### src/rtl/screen_select_ctrl_pkg.sv
// Shared definitions for the screen select controller.
// Holds the state encoding so the top-level logic and anything decoding
// state_out (debug LEDs, testbenches) agree on the codes.
//   StTitle = 0, StArm = 1, StGame = 2, StHold = 3
package screen_select_ctrl_pkg;

  localparam int unsigned StateW = 2;

  typedef enum logic [StateW-1:0] {
    StTitle = 2'd0,
    StArm   = 2'd1,
    StGame  = 2'd2,
    StHold  = 2'd3
  } state_e;

  // Outputs for a screen source choice; title and game selects are one-hot.
  function automatic logic [1:0] sel_for_title(input logic title);
    return title ? 2'b01 : 2'b10;
  endfunction

endpackage

### src/rtl/rise_edge_det.sv
// Rising-edge detector.
// Registers the input level and produces a one-cycle pulse in the cycle the
// level is first seen high. The history register resets to 0, so an input
// already high when reset releases produces a pulse in the first cycle.
// Ports:
//   pclk  - clock
//   rst   - asynchronous active-high reset
//   in    - level input, synchronous to pclk
//   pulse - in & ~in_q
module rise_edge_det (
  input  logic pclk,
  input  logic rst,
  input  logic in,
  output logic pulse
);

  logic in_q;

  always_ff @(posedge pclk or posedge rst) begin
    if (rst) begin
      in_q <= 1'b0;
    end else begin
      in_q <= in;
    end
  end

  assign pulse = in & ~in_q;

endmodule

### src/rtl/screen_select_ctrl.sv
// Game-flow controller for the screen multiplexer.
// Sequences TITLE -> ARM -> GAME -> HOLD -> TITLE. The screen source only
// changes on a rising edge of vertical blanking so no frame tears, and the
// game-logic reset pulse is aligned with that frame boundary.
// Ports:
//   pclk       - pixel clock
//   rst        - asynchronous active-high reset
//   vblnk_in   - vertical blank level
//   start_btn  - debounced start button level
//   game_over  - high when the player has lost
//   title_sel  - selects title screen (one-hot with game_sel)
//   game_sel   - selects game screen
//   game_rst   - one-cycle pulse clearing game state on ARM -> GAME
//   game_run   - high while gameplay is live
//   state_out  - current state code
module screen_select_ctrl
  import screen_select_ctrl_pkg::*;
#(
  parameter int unsigned OVER_HOLD_FRAMES = 180,
  parameter int unsigned FRAME_CNT_W      = 8
) (
  input  logic              pclk,
  input  logic              rst,
  input  logic              vblnk_in,
  input  logic              start_btn,
  input  logic              game_over,
  output logic              title_sel,
  output logic              game_sel,
  output logic              game_rst,
  output logic              game_run,
  output logic [StateW-1:0] state_out
);

  localparam logic [FRAME_CNT_W-1:0] HoldLast = FRAME_CNT_W'(OVER_HOLD_FRAMES - 1);

  logic start_rise;
  logic vb_rise;

  rise_edge_det u_start_edge (
    .pclk  (pclk),
    .rst   (rst),
    .in    (start_btn),
    .pulse (start_rise)
  );

  rise_edge_det u_vblnk_edge (
    .pclk  (pclk),
    .rst   (rst),
    .in    (vblnk_in),
    .pulse (vb_rise)
  );

  state_e                 state_q, state_d;
  logic                   title_sel_q, title_sel_d;
  logic                   game_sel_q, game_sel_d;
  logic                   game_rst_q, game_rst_d;
  logic                   game_run_q, game_run_d;
  logic [FRAME_CNT_W-1:0] cnt_q, cnt_d;

  always_comb begin
    state_d     = state_q;
    title_sel_d = title_sel_q;
    game_sel_d  = game_sel_q;
    game_rst_d  = 1'b0;
    game_run_d  = game_run_q;
    cnt_d       = cnt_q;

    unique case (state_q)
      StTitle: begin
        // A vblank edge in the same cycle is deliberately not acted on here;
        // ARM waits for the next frame boundary.
        if (start_rise) begin
          state_d = StArm;
        end
      end
      StArm: begin
        if (vb_rise) begin
          state_d                  = StGame;
          {game_sel_d, title_sel_d} = sel_for_title(1'b0);
          game_rst_d               = 1'b1;
          game_run_d               = 1'b1;
        end
      end
      StGame: begin
        // game_over may still be stale from the previous game while the
        // clearing pulse is out; only trust it once game_rst has dropped.
        if (game_over && !game_rst_q) begin
          state_d    = StHold;
          game_run_d = 1'b0;
          cnt_d      = '0;
        end
      end
      StHold: begin
        if (vb_rise) begin
          if (cnt_q == HoldLast) begin
            state_d                   = StTitle;
            {game_sel_d, title_sel_d} = sel_for_title(1'b1);
            cnt_d                     = '0;
          end else begin
            cnt_d = cnt_q + 1'b1;
          end
        end
      end
      default: begin
        state_d = StTitle;
      end
    endcase
  end

  always_ff @(posedge pclk or posedge rst) begin
    if (rst) begin
      state_q     <= StTitle;
      title_sel_q <= 1'b1;
      game_sel_q  <= 1'b0;
      game_rst_q  <= 1'b0;
      game_run_q  <= 1'b0;
      cnt_q       <= '0;
    end else begin
      state_q     <= state_d;
      title_sel_q <= title_sel_d;
      game_sel_q  <= game_sel_d;
      game_rst_q  <= game_rst_d;
      game_run_q  <= game_run_d;
      cnt_q       <= cnt_d;
    end
  end

  assign title_sel = title_sel_q;
  assign game_sel  = game_sel_q;
  assign game_rst  = game_rst_q;
  assign game_run  = game_run_q;
  assign state_out = state_q;

endmodule

### config.mk
export PLATFORM = sky130hd
export DESIGN_NAME = screen_select_ctrl
export DESIGN_NICKNAME = d
export VERILOG_FILES = /design/src/rtl/screen_select_ctrl_pkg.sv /design/src/rtl/rise_edge_det.sv /design/src/rtl/screen_select_ctrl.sv
export SDC_FILE = /design/constraint.sdc
export NUM_CORES = 1
export LEC_CHECK = 0
export ABC_AREA = 1
export BUFFER_PORTS_ARGS = -buffer_cell sky130_fd_sc_hd__buf_2
export CAP_MARGIN = 25
export CORE_MARGIN = 10
export CORE_UTILIZATION = 56
export CTS_CLUSTER_DIAMETER = 200
export DETAILED_ROUTE_END_ITERATION = 8
export GPL_TIMING_DRIVEN = 0
export PLACE_DENSITY_LB_ADDON = 0.12
export SYNTH_ARGS = -nofsm -noshare
export SYNTH_HDL_FRONTEND = slang
export SYNTH_SLANG_ARGS = --single-unit
### constraint.sdc
create_clock -name pclk -period 1.5 [get_ports pclk]
set_input_delay 0.3 -clock pclk [delete_from_list [all_inputs] [get_ports pclk]]
set_output_delay 0.3 -clock pclk [all_outputs]
set_load 0.02 [all_outputs]
; Word level (Yosys, flattened, before mapping)
; Cells that the tools add are included.
[totals]
in_bits = 5
regBits = 16
output_inout_bits = 6
[op_classes]
muxes = 22
addsub = 1
eq_ne = 9
bitwise_logic = 4
reduce_logical = 10
[ops]
columns = cell, n
row1 = 8-bit two-way mux, 3
row2 = 8-bit case mux with 2 select lines, 1
row3 = 2-bit two-way mux, 5
row4 = 1-bit two-way mux, 9
row5 = "8-bit by 1-bit adder with 8-bit output, second input constant", 1
row6 = "8-bit equality test, second input constant", 1
row7 = 2-bit case mux with 4 select lines, 1
row8 = "2-bit inequality test, second input constant", 3
row9 = 1-bit case mux with 2 select lines, 3
row10 = 3-bit AND reduction, 2
row11 = 2-bit nonzero test, 3
row12 = 5-bit AND reduction, 1
row13 = "2-bit equality test, second input constant", 2
row14 = "2-bit by 1-bit inequality test with 1-bit output, second input constant", 2
row15 = 4-bit AND reduction, 1
row16 = 1-bit bitwise AND, 2
row17 = "2-bit by 1-bit equality test with 1-bit output, second input constant", 1
row18 = 2-bit zero test, 1
row19 = 1-bit NOT, 2
row20 = 1-bit logical AND, 1
row21 = 1-bit zero test, 1

; Logic depth before layout (Yosys ltp)
; Gate-level depths: netlist (run 1).
[depth]
word_depth = 4
mapped_depth = 10
ltp_nobuf = 10

; Modules after synthesis
; A second synthesis (run 1) with hierarchy kept.
[hier_totals]
hier_cells = 122
hier_area_um2 = 980.9
[by_module_without_submodules]
columns = module, n_inst, area_per_inst_um2, cells_each, seq_area_each_um2
row1 = screen_select_ctrl, 1, 903.4, 114, 351.6
row2 = rise_edge_det, 2, 38.8, 4, 25.0

; Worst setup path after synthesis (run 1)
; OpenSTA, ideal clock, no wires.
[synth_timing]
path_kind = flip-flop to flip-flop
startpoint = register state_q[0], in the netlist state_out[0]
endpoint = register cnt_q[7]
t_arrival_ns = 1.366
synth_period_minus_slack_ns = 1.483
setup_time_ns = 0.117
setup_slack_ns = 0.017
stages_incl_launch_ff = 10
path_cell_list = dfrtp_1 ha_1 buf_6 nand2_2 nand2_4 nor2_4 buf_6 nand3_1 nand2_1 nor2_1
[synth_between]
elab_chain_cells = 3
word_cells_on_any_way = 7
[synth_lines]
columns = element, line
row1 = from (decl), screen_select_ctrl.sv:53  ; state_e state_q, state_d;
row2 = from (signal assigned), screen_select_ctrl.sv:112  ; state_q <= StTitle;
row3 = from (signal assigned), screen_select_ctrl.sv:119  ; state_q <= state_d;
row4 = 2-bit equality test, screen_select_ctrl.sv:68  ; unique case (state_q)
row5 = "2-bit by 1-bit inequality test with 1-bit output (no source line), or another cell as far along", --
row6 = 3-bit AND reduction (no source line), --
row7 = to (signal assigned), screen_select_ctrl.sv:124  ; cnt_q <= cnt_d;
row8 = to (decl), screen_select_ctrl.sv:58  ; logic [FRAME_CNT_W-1:0] cnt_q, cnt_d;
; Several ways; a longest one is shown, not always the timed one.
; A chain may end at the register's enable or synchronous reset.

; Worst setup path in the final report (run 1)
[layout_timing]
startpoint = register state_q[1], in the netlist state_out[1]
endpoint = register cnt_q[4]
; The elaborated chain is that of the path after synthesis.

==> out/results.txt, run 1 <==
synth warn -> 0
share of the synthesized area in the top cell type -> 38.71%
Reg2Reg Depth -> 9
Final Cycle Share -> 98.32%
Initial DRC Count -> 24
Synth cell types -> 22
grt ovf -> 0
most common cell in the synthesized netlist -> nand2_1
largest net degree at the start of global routing -> 17
dpl cell area -> 1040 um^2
leading area contributor after synthesis -> dfrtp_1
clk_lat worst skew -> 0.29 ns
dpl cells -> 150
HP Class -> input port to async pin
worst slew pin tran -> 0.6083 ns
H-tree lvl count -> 1
CP cell instances -> ha_4, buf_8, nand2_4, nand2_4, nor2_4, buf_6, nand3_2, nand2_1, nor2_1
register area -> 404.1 um^2
Hold Slack -> 0.06040 ns
vias in the first global route -> 772
TritonCTS Sinks -> 16
final-report setup violation count -> 0
Async S/R FF share, synth -> 100.0%
Reg2Reg Setup Slack -> 0.03 ns
clk root buf -> clkbuf_4
combinational share of power -> 55.2%
leakage power -> 0.6334 nW
syn nets -> 134
VDD IR max -> 0.001145 V
routability congestion estimate -> 0.8836
Peak Freq -> 678.1 MHz
area of the multi-input gates -> 511.7 um^2
Worst-path clk slew -> 0.10 ns
Diodes inserted -> 0
fillers -> 112
Flop pwr share -> 30.5%
Period minus WS final -> 1.475 ns
Worst Path Class, Setup -> flop to flop
wirelength, routed -> 1.953 mm
Worst setup startpoint -> state_out[1]
Clock Power Share -> 14.3%
Netlist Area Pre-Place -> 969.7 um^2
fin. max-slew vios -> 0
vias -> 804
Synth Register Bits -> 16
die area -> 3796 um^2
port buffer count -> 10
Syn-to-layout area delta -> 21.42%
Synth Area per Inst -> 7.820 um^2
first-pass GRT wire length -> 3.243 mm
Setup Skew -> 0.006065 ns
TritonCTS buffer count -> 3
die width -> 61.61 um
Net count, final -> 155
total track usage -> 11.26%
Crit-path slowest cell -> dfrtp_2
post-route ant nets -> 0
commonest cells in the netlist -> 32 x nand2_1, 19 x inv_1, 15 x dfrtp_1
status -> complete, no violations
Design Power -> 2.009 mW
IO Pins -> 11
Psw -> 873.8 uW
Synth Area in Adders -> 6.452%
reg-to-reg endpoint -> cnt_q[4]
sequential cell area fraction in the yosys report -> 41.42%
Max clock buf depth -> 2
Post-Synth Simple-Gate Area -> 33.68%
RSZ-0062 raised after global routing -> yes
drt wl/cell -> 12.21 um
Critical Path End Type -> flop
Initial Util -> 61.51%
HPWL after DPL -> 1.398 mm
Worst EP required -> 1.69 ns
most used cell, CP -> nand2_4
Final Hold Vio Count -> 0
Die Height -> 61.61 um
post-route cell area -> 1177 um^2
layout cells sized above 1 -> 33.33%
initial antenna violation count -> 0
vias per cell -> 5.025
drc violations -> 0
critical path data arrival time -> 1.67 ns
Worst path max stage delay -> 0.47 ns
EDFF count, synth -> 0
worst r2r src -> state_out[1]
Layout Cells excl Fill -> 160
Max FO, Critical Path -> 8
Switching Share -> 43.48%
Compound-Gate Fraction of Synth Area -> 6.581%
Setup crit start kind -> flop
Main synth FF type -> dfrtp_1
Pint -> 1.136 mW
final cell utilization of the core -> 74.68%
number of max-cap violations -> 0
combinational family with the most area after synthesis -> simple AND/OR/NAND/NOR gates
Core Footprint -> 1577 um^2
CTS tree -> built
Mapped Cells -> 124
xor and xnor fraction of the mapped netlist area -> 0.9032%
Max-slew headroom -> 59.40%
row count -> 14
Pwr per Cell Area -> 1707 nW/um^2
crit path capture -> cnt_q[4]
multiplexer share of the synthesized area -> 0%
ranking of synthesized cells by area -> dfrtp_1 39%, nand2_1 12%, inv_1 7.4%
1st-pass router iterations -> 4
[power groups by stage]
stage | clock (mW) | combinational (mW) | sequential (mW)
final | 0.288 | 1.11 | 0.612
after global routing | 0.312 | 1.24 | 0.625
after CTS | 0.298 | 0.896 | 0.594
after detailed placement | 0 | 0.888 | 0.601
after global placement | 0 | 0.867 | 0.596
after floorplan | 0 | 0.623 | 0.666
[worst max-delay path, delay by kind of cell, from the launching register on]
| kind | cells | cell delay, ns |
|---|---|---|
| adder cells (fa/ha/maj) | 1 | 0.18 |
| buffers and inverters | 2 | 0.28 |
| flip-flops | 1 | 0.47 |
| AND/OR/NAND/NOR | 6 | 0.45 |
[through the flow]
step                setup TNS (ns)  worst slack (ns)
floorplan                        0           0.01670
global placement                 0           0.04375
detailed placement               0           0.02869
CTS                              0          0.009131
global route               -0.2378          -0.06443
finish                           0           0.02524
[placed cells by master, fill, tap and decap left out, types with 4 or more instances in the layout]
cell type and n:
buf_2 10, buf_4 6, dfrtp_1 13, inv_1 17, nand2_1 31, nand3_1 12, nor2_1 11, o21ai_0 4
o21ai_1 4
[how the worst min path moves through the flow]
stage / slack, ns / endpoint / from / cells after the start
final: 0.06 / cnt_q[6] / rst / 2
after global placement: 0.39 / cnt_q[4] / rst / 2
after floorplan: 0.21 / cnt_q[0] / rst / 1
after detailed placement: 0.41 / cnt_q[6] / rst / 2
after global routing: 0.11 / cnt_q[6] / rst / 2
after CTS: 0.08 / cnt_q[4] / rst / 2
[metal layers]
| metal | GRT usage, % | up-vias | share of wire [%] |
|---|---|---|---|
| li1 | - | 423 | - |
| met1 | 12.56 | 359 | 43 |
| met2 | 19.62 | 18 | 52 |
| met3 | 2.058 | 4 | 3.7 |
| met4 | 6.369 | 0 | 1.0 |
| met5 | 0 | - | 0 |
[sequential cells by signal (all words and copies together), names as in the netlist]
signal,count
cnt_q,8
game_rst,1
game_run,1
game_sel,1
state_out,2
title_sel,1
u_start_edge.in_q,1
u_vblnk_edge.in_q,1
[timing repair]
| item | CTS | global route |
|---|---|---|
| setup endpoints to repair | 0 | 11 |
| gates resized for setup | 0 | 19 |
| hold buffers | 0 | 0 |
| buffers inserted | 0 | 5 |
[area by class of cell]
| type | instances | area share (%) |
|---|---|---|
| plain buffers | 2 | 2.232 |
| well taps | 16 | 1.700 |
| inverters | 21 | 7.120 |
| clock buffers | 4 | 3.082 |
| flip-flops and latches | 16 | 34.33 |
| repair buffers | 16 | 8.077 |
| multi-input cells | 85 | 43.46 |
[cell families after synthesis]
logic type,count (synthesis)
buffers and inverters,23
adders and majority gates,5
and+or+nand+nor,68
DFF,16
xor gates and xnor gates,1
AOI/OAI and AO/OA,11
(Power assumes the default switching activity.)
==> run 2, diff against run 1 <==
CORE_UTILIZATION = 60   (was 56)
clock period = 1.72 ns   (was 1.5 ns; I/O delays follow)
==> run 2 against run 1 <==
  * Via count down 4.0%
  * Clock power down 14%
  * Largest power group unchanged
  * Die area down 4.5%
==> out/results.txt, run 2 (same netlist as run 1, synthesis figures left out) <==
status -> complete, no violations
H-tree lvl count -> 1
final-report setup violation count -> 0
worst slew pin tran -> 0.6103 ns
largest net degree at the start of global routing -> 17
initial antenna violation count -> 0
TritonCTS Sinks -> 16
Die Height -> 60.20 um
Worst setup startpoint -> state_out[0]
Peak Freq -> 667.3 MHz
total track usage -> 11.51%
leakage power -> 0.6062 nW
dpl cells -> 150
die width -> 60.20 um
CTS tree -> built
critical path data arrival time -> 1.69 ns
Final Cycle Share -> 87.13%
RSZ-0062 raised after global routing -> no
Initial Util -> 63.63%
cts hold-fix bufs -> 0
Core Footprint -> 1524 um^2
most used cell, CP -> buf_6
fin. max-slew vios -> 0
Worst-path clk slew -> 0.09 ns
port buffer count -> 10
VDD IR max -> 0.0009270 V
Reg2Reg Depth -> 9
Period minus WS final -> 1.499 ns
Net count, final -> 149
grt ovf -> 0
clk root buf -> clkbuf_4
Setup Skew -> 0.0008334 ns
crit path capture -> cnt_q[4]
clk_lat worst skew -> 0.29 ns
max FFs per register -> 8
Max FO, Critical Path -> 10
TritonCTS buffer count -> 3
routability congestion estimate -> 0.8642
drc violations -> 0
number of max-cap violations -> 0
IO Pins -> 11
Syn-to-layout area delta -> 10.97%
Layout Cells excl Fill -> 154
Final Hold Vio Count -> 0
wirelength, routed -> 1.797 mm
vias -> 772
drt wl/cell -> 11.67 um
CTS resizes -> 0
Diodes inserted -> 0
Hold Slack -> 0.1099 ns
HPWL after DPL -> 1.420 mm
Max-slew headroom -> 59.27%
reg-to-reg endpoint -> cnt_q[4]
vias per cell -> 5.013
HP Class -> input port to async pin
layout cells sized above 1 -> 21.74%
Critical Path End Type -> flop
Crit-path slowest cell -> dfrtp_1
Worst EP required -> 1.91 ns
Biggest register -> cnt_q
fillers -> 135
setup tns final -> 0 ns
CP cell instances -> ha_1, buf_6, nand2_2, nand2_4, nor2_4, buf_6, nand3_1, nand2_1, nor2_1
Max clock buf depth -> 2
vias in the first global route -> 842
first-pass GRT wire length -> 3.318 mm
Worst Path Class, Setup -> flop to flop
most common cell after layout, fill and taps aside -> nand2_1
Worst path max stage delay -> 0.44 ns
worst r2r src -> state_out[0]
Post-CTS Setup Repair Bufs -> 0
most frequent cells in the layout -> 32 x nand2_1, 19 x inv_1, 15 x dfrtp_1, 14 x nand3_1, 12 x nor2_1
post-route ant nets -> 0
row count -> 14
die area -> 3624 um^2
Pwr per Cell Area -> 1421 nW/um^2
Reg2Reg Setup Slack -> 0.22 ns
Initial DRC Count -> 9
1st-pass router iterations -> 4
Setup crit start kind -> flop
[run 2: cell types whose count changed in the layout (fill, tap and decap cells not counted), sizes merged]
cell,change
buf,-6
[run 2: layout make-up]
cell class	instances	area [um^2]	share of cell area, %
buffer	2	22.52	2.093
clock buffer	4	36.28	3.372
inverter	21	83.83	7.791
multi-input combinational	85	461.7	42.91
sequential	16	401.6	37.33
tap	16	20.02	1.860
timing repair buffer	10	50.05	4.651
[run 2: worst min path at each step]
stage                     to  slack [ns]  cells past startpoint
finish              game_run        0.11                      2
global placement    game_rst        0.44                      2
global route        game_run        0.14                      2
CTS                 game_rst        0.13                      2
floorplan           cnt_q[0]        0.26                      1
detailed placement  game_rst        0.44                      2
[run 2: layer usage]
layer  vias to the layer above  global-route usage, %  wire length [um]
li1                        414                      -                 -
met1                       344                  12.35               796
met2                        11                  20.88               930
met3                         3                  3.178                45
met4                         0                  3.846                25
met5                         -                      0                 0
[run 2: through the flow]
| step | setup slack (ns) | total power [mW] | cell area [um^2] | utilization, % |
|---|---|---|---|---|
| after floorplan | 0.2367 | 1.124 | 969.7 | - |
| after global placement | 0.2607 | 1.270 | 1040 | 68.23 |
| after detailed placement | 0.2245 | 1.292 | 1040 | 68.23 |
| after CTS | 0.2128 | 1.545 | 1076 | 70.61 |
| after global routing | 0.09006 | 1.672 | 1076 | 70.61 |
| final | 0.2214 | 1.529 | 1076 | 70.61 |
[run 2: power breakdown]
group          leakage [nW]  switching [mW]  internal [mW]
clock network        0.0210           0.120          0.129
registers             0.208          0.0634          0.452
logic                 0.377           0.480          0.284
total                 0.606           0.664          0.866
[run 2: critical path: cells and delay by family (launching register included)]
kind                       cells  cell delay (ns)
buffers and inverters          2             0.31
adders and majority gates      1             0.23
DFF                            1             0.44
and+or+nand+nor                6             0.42
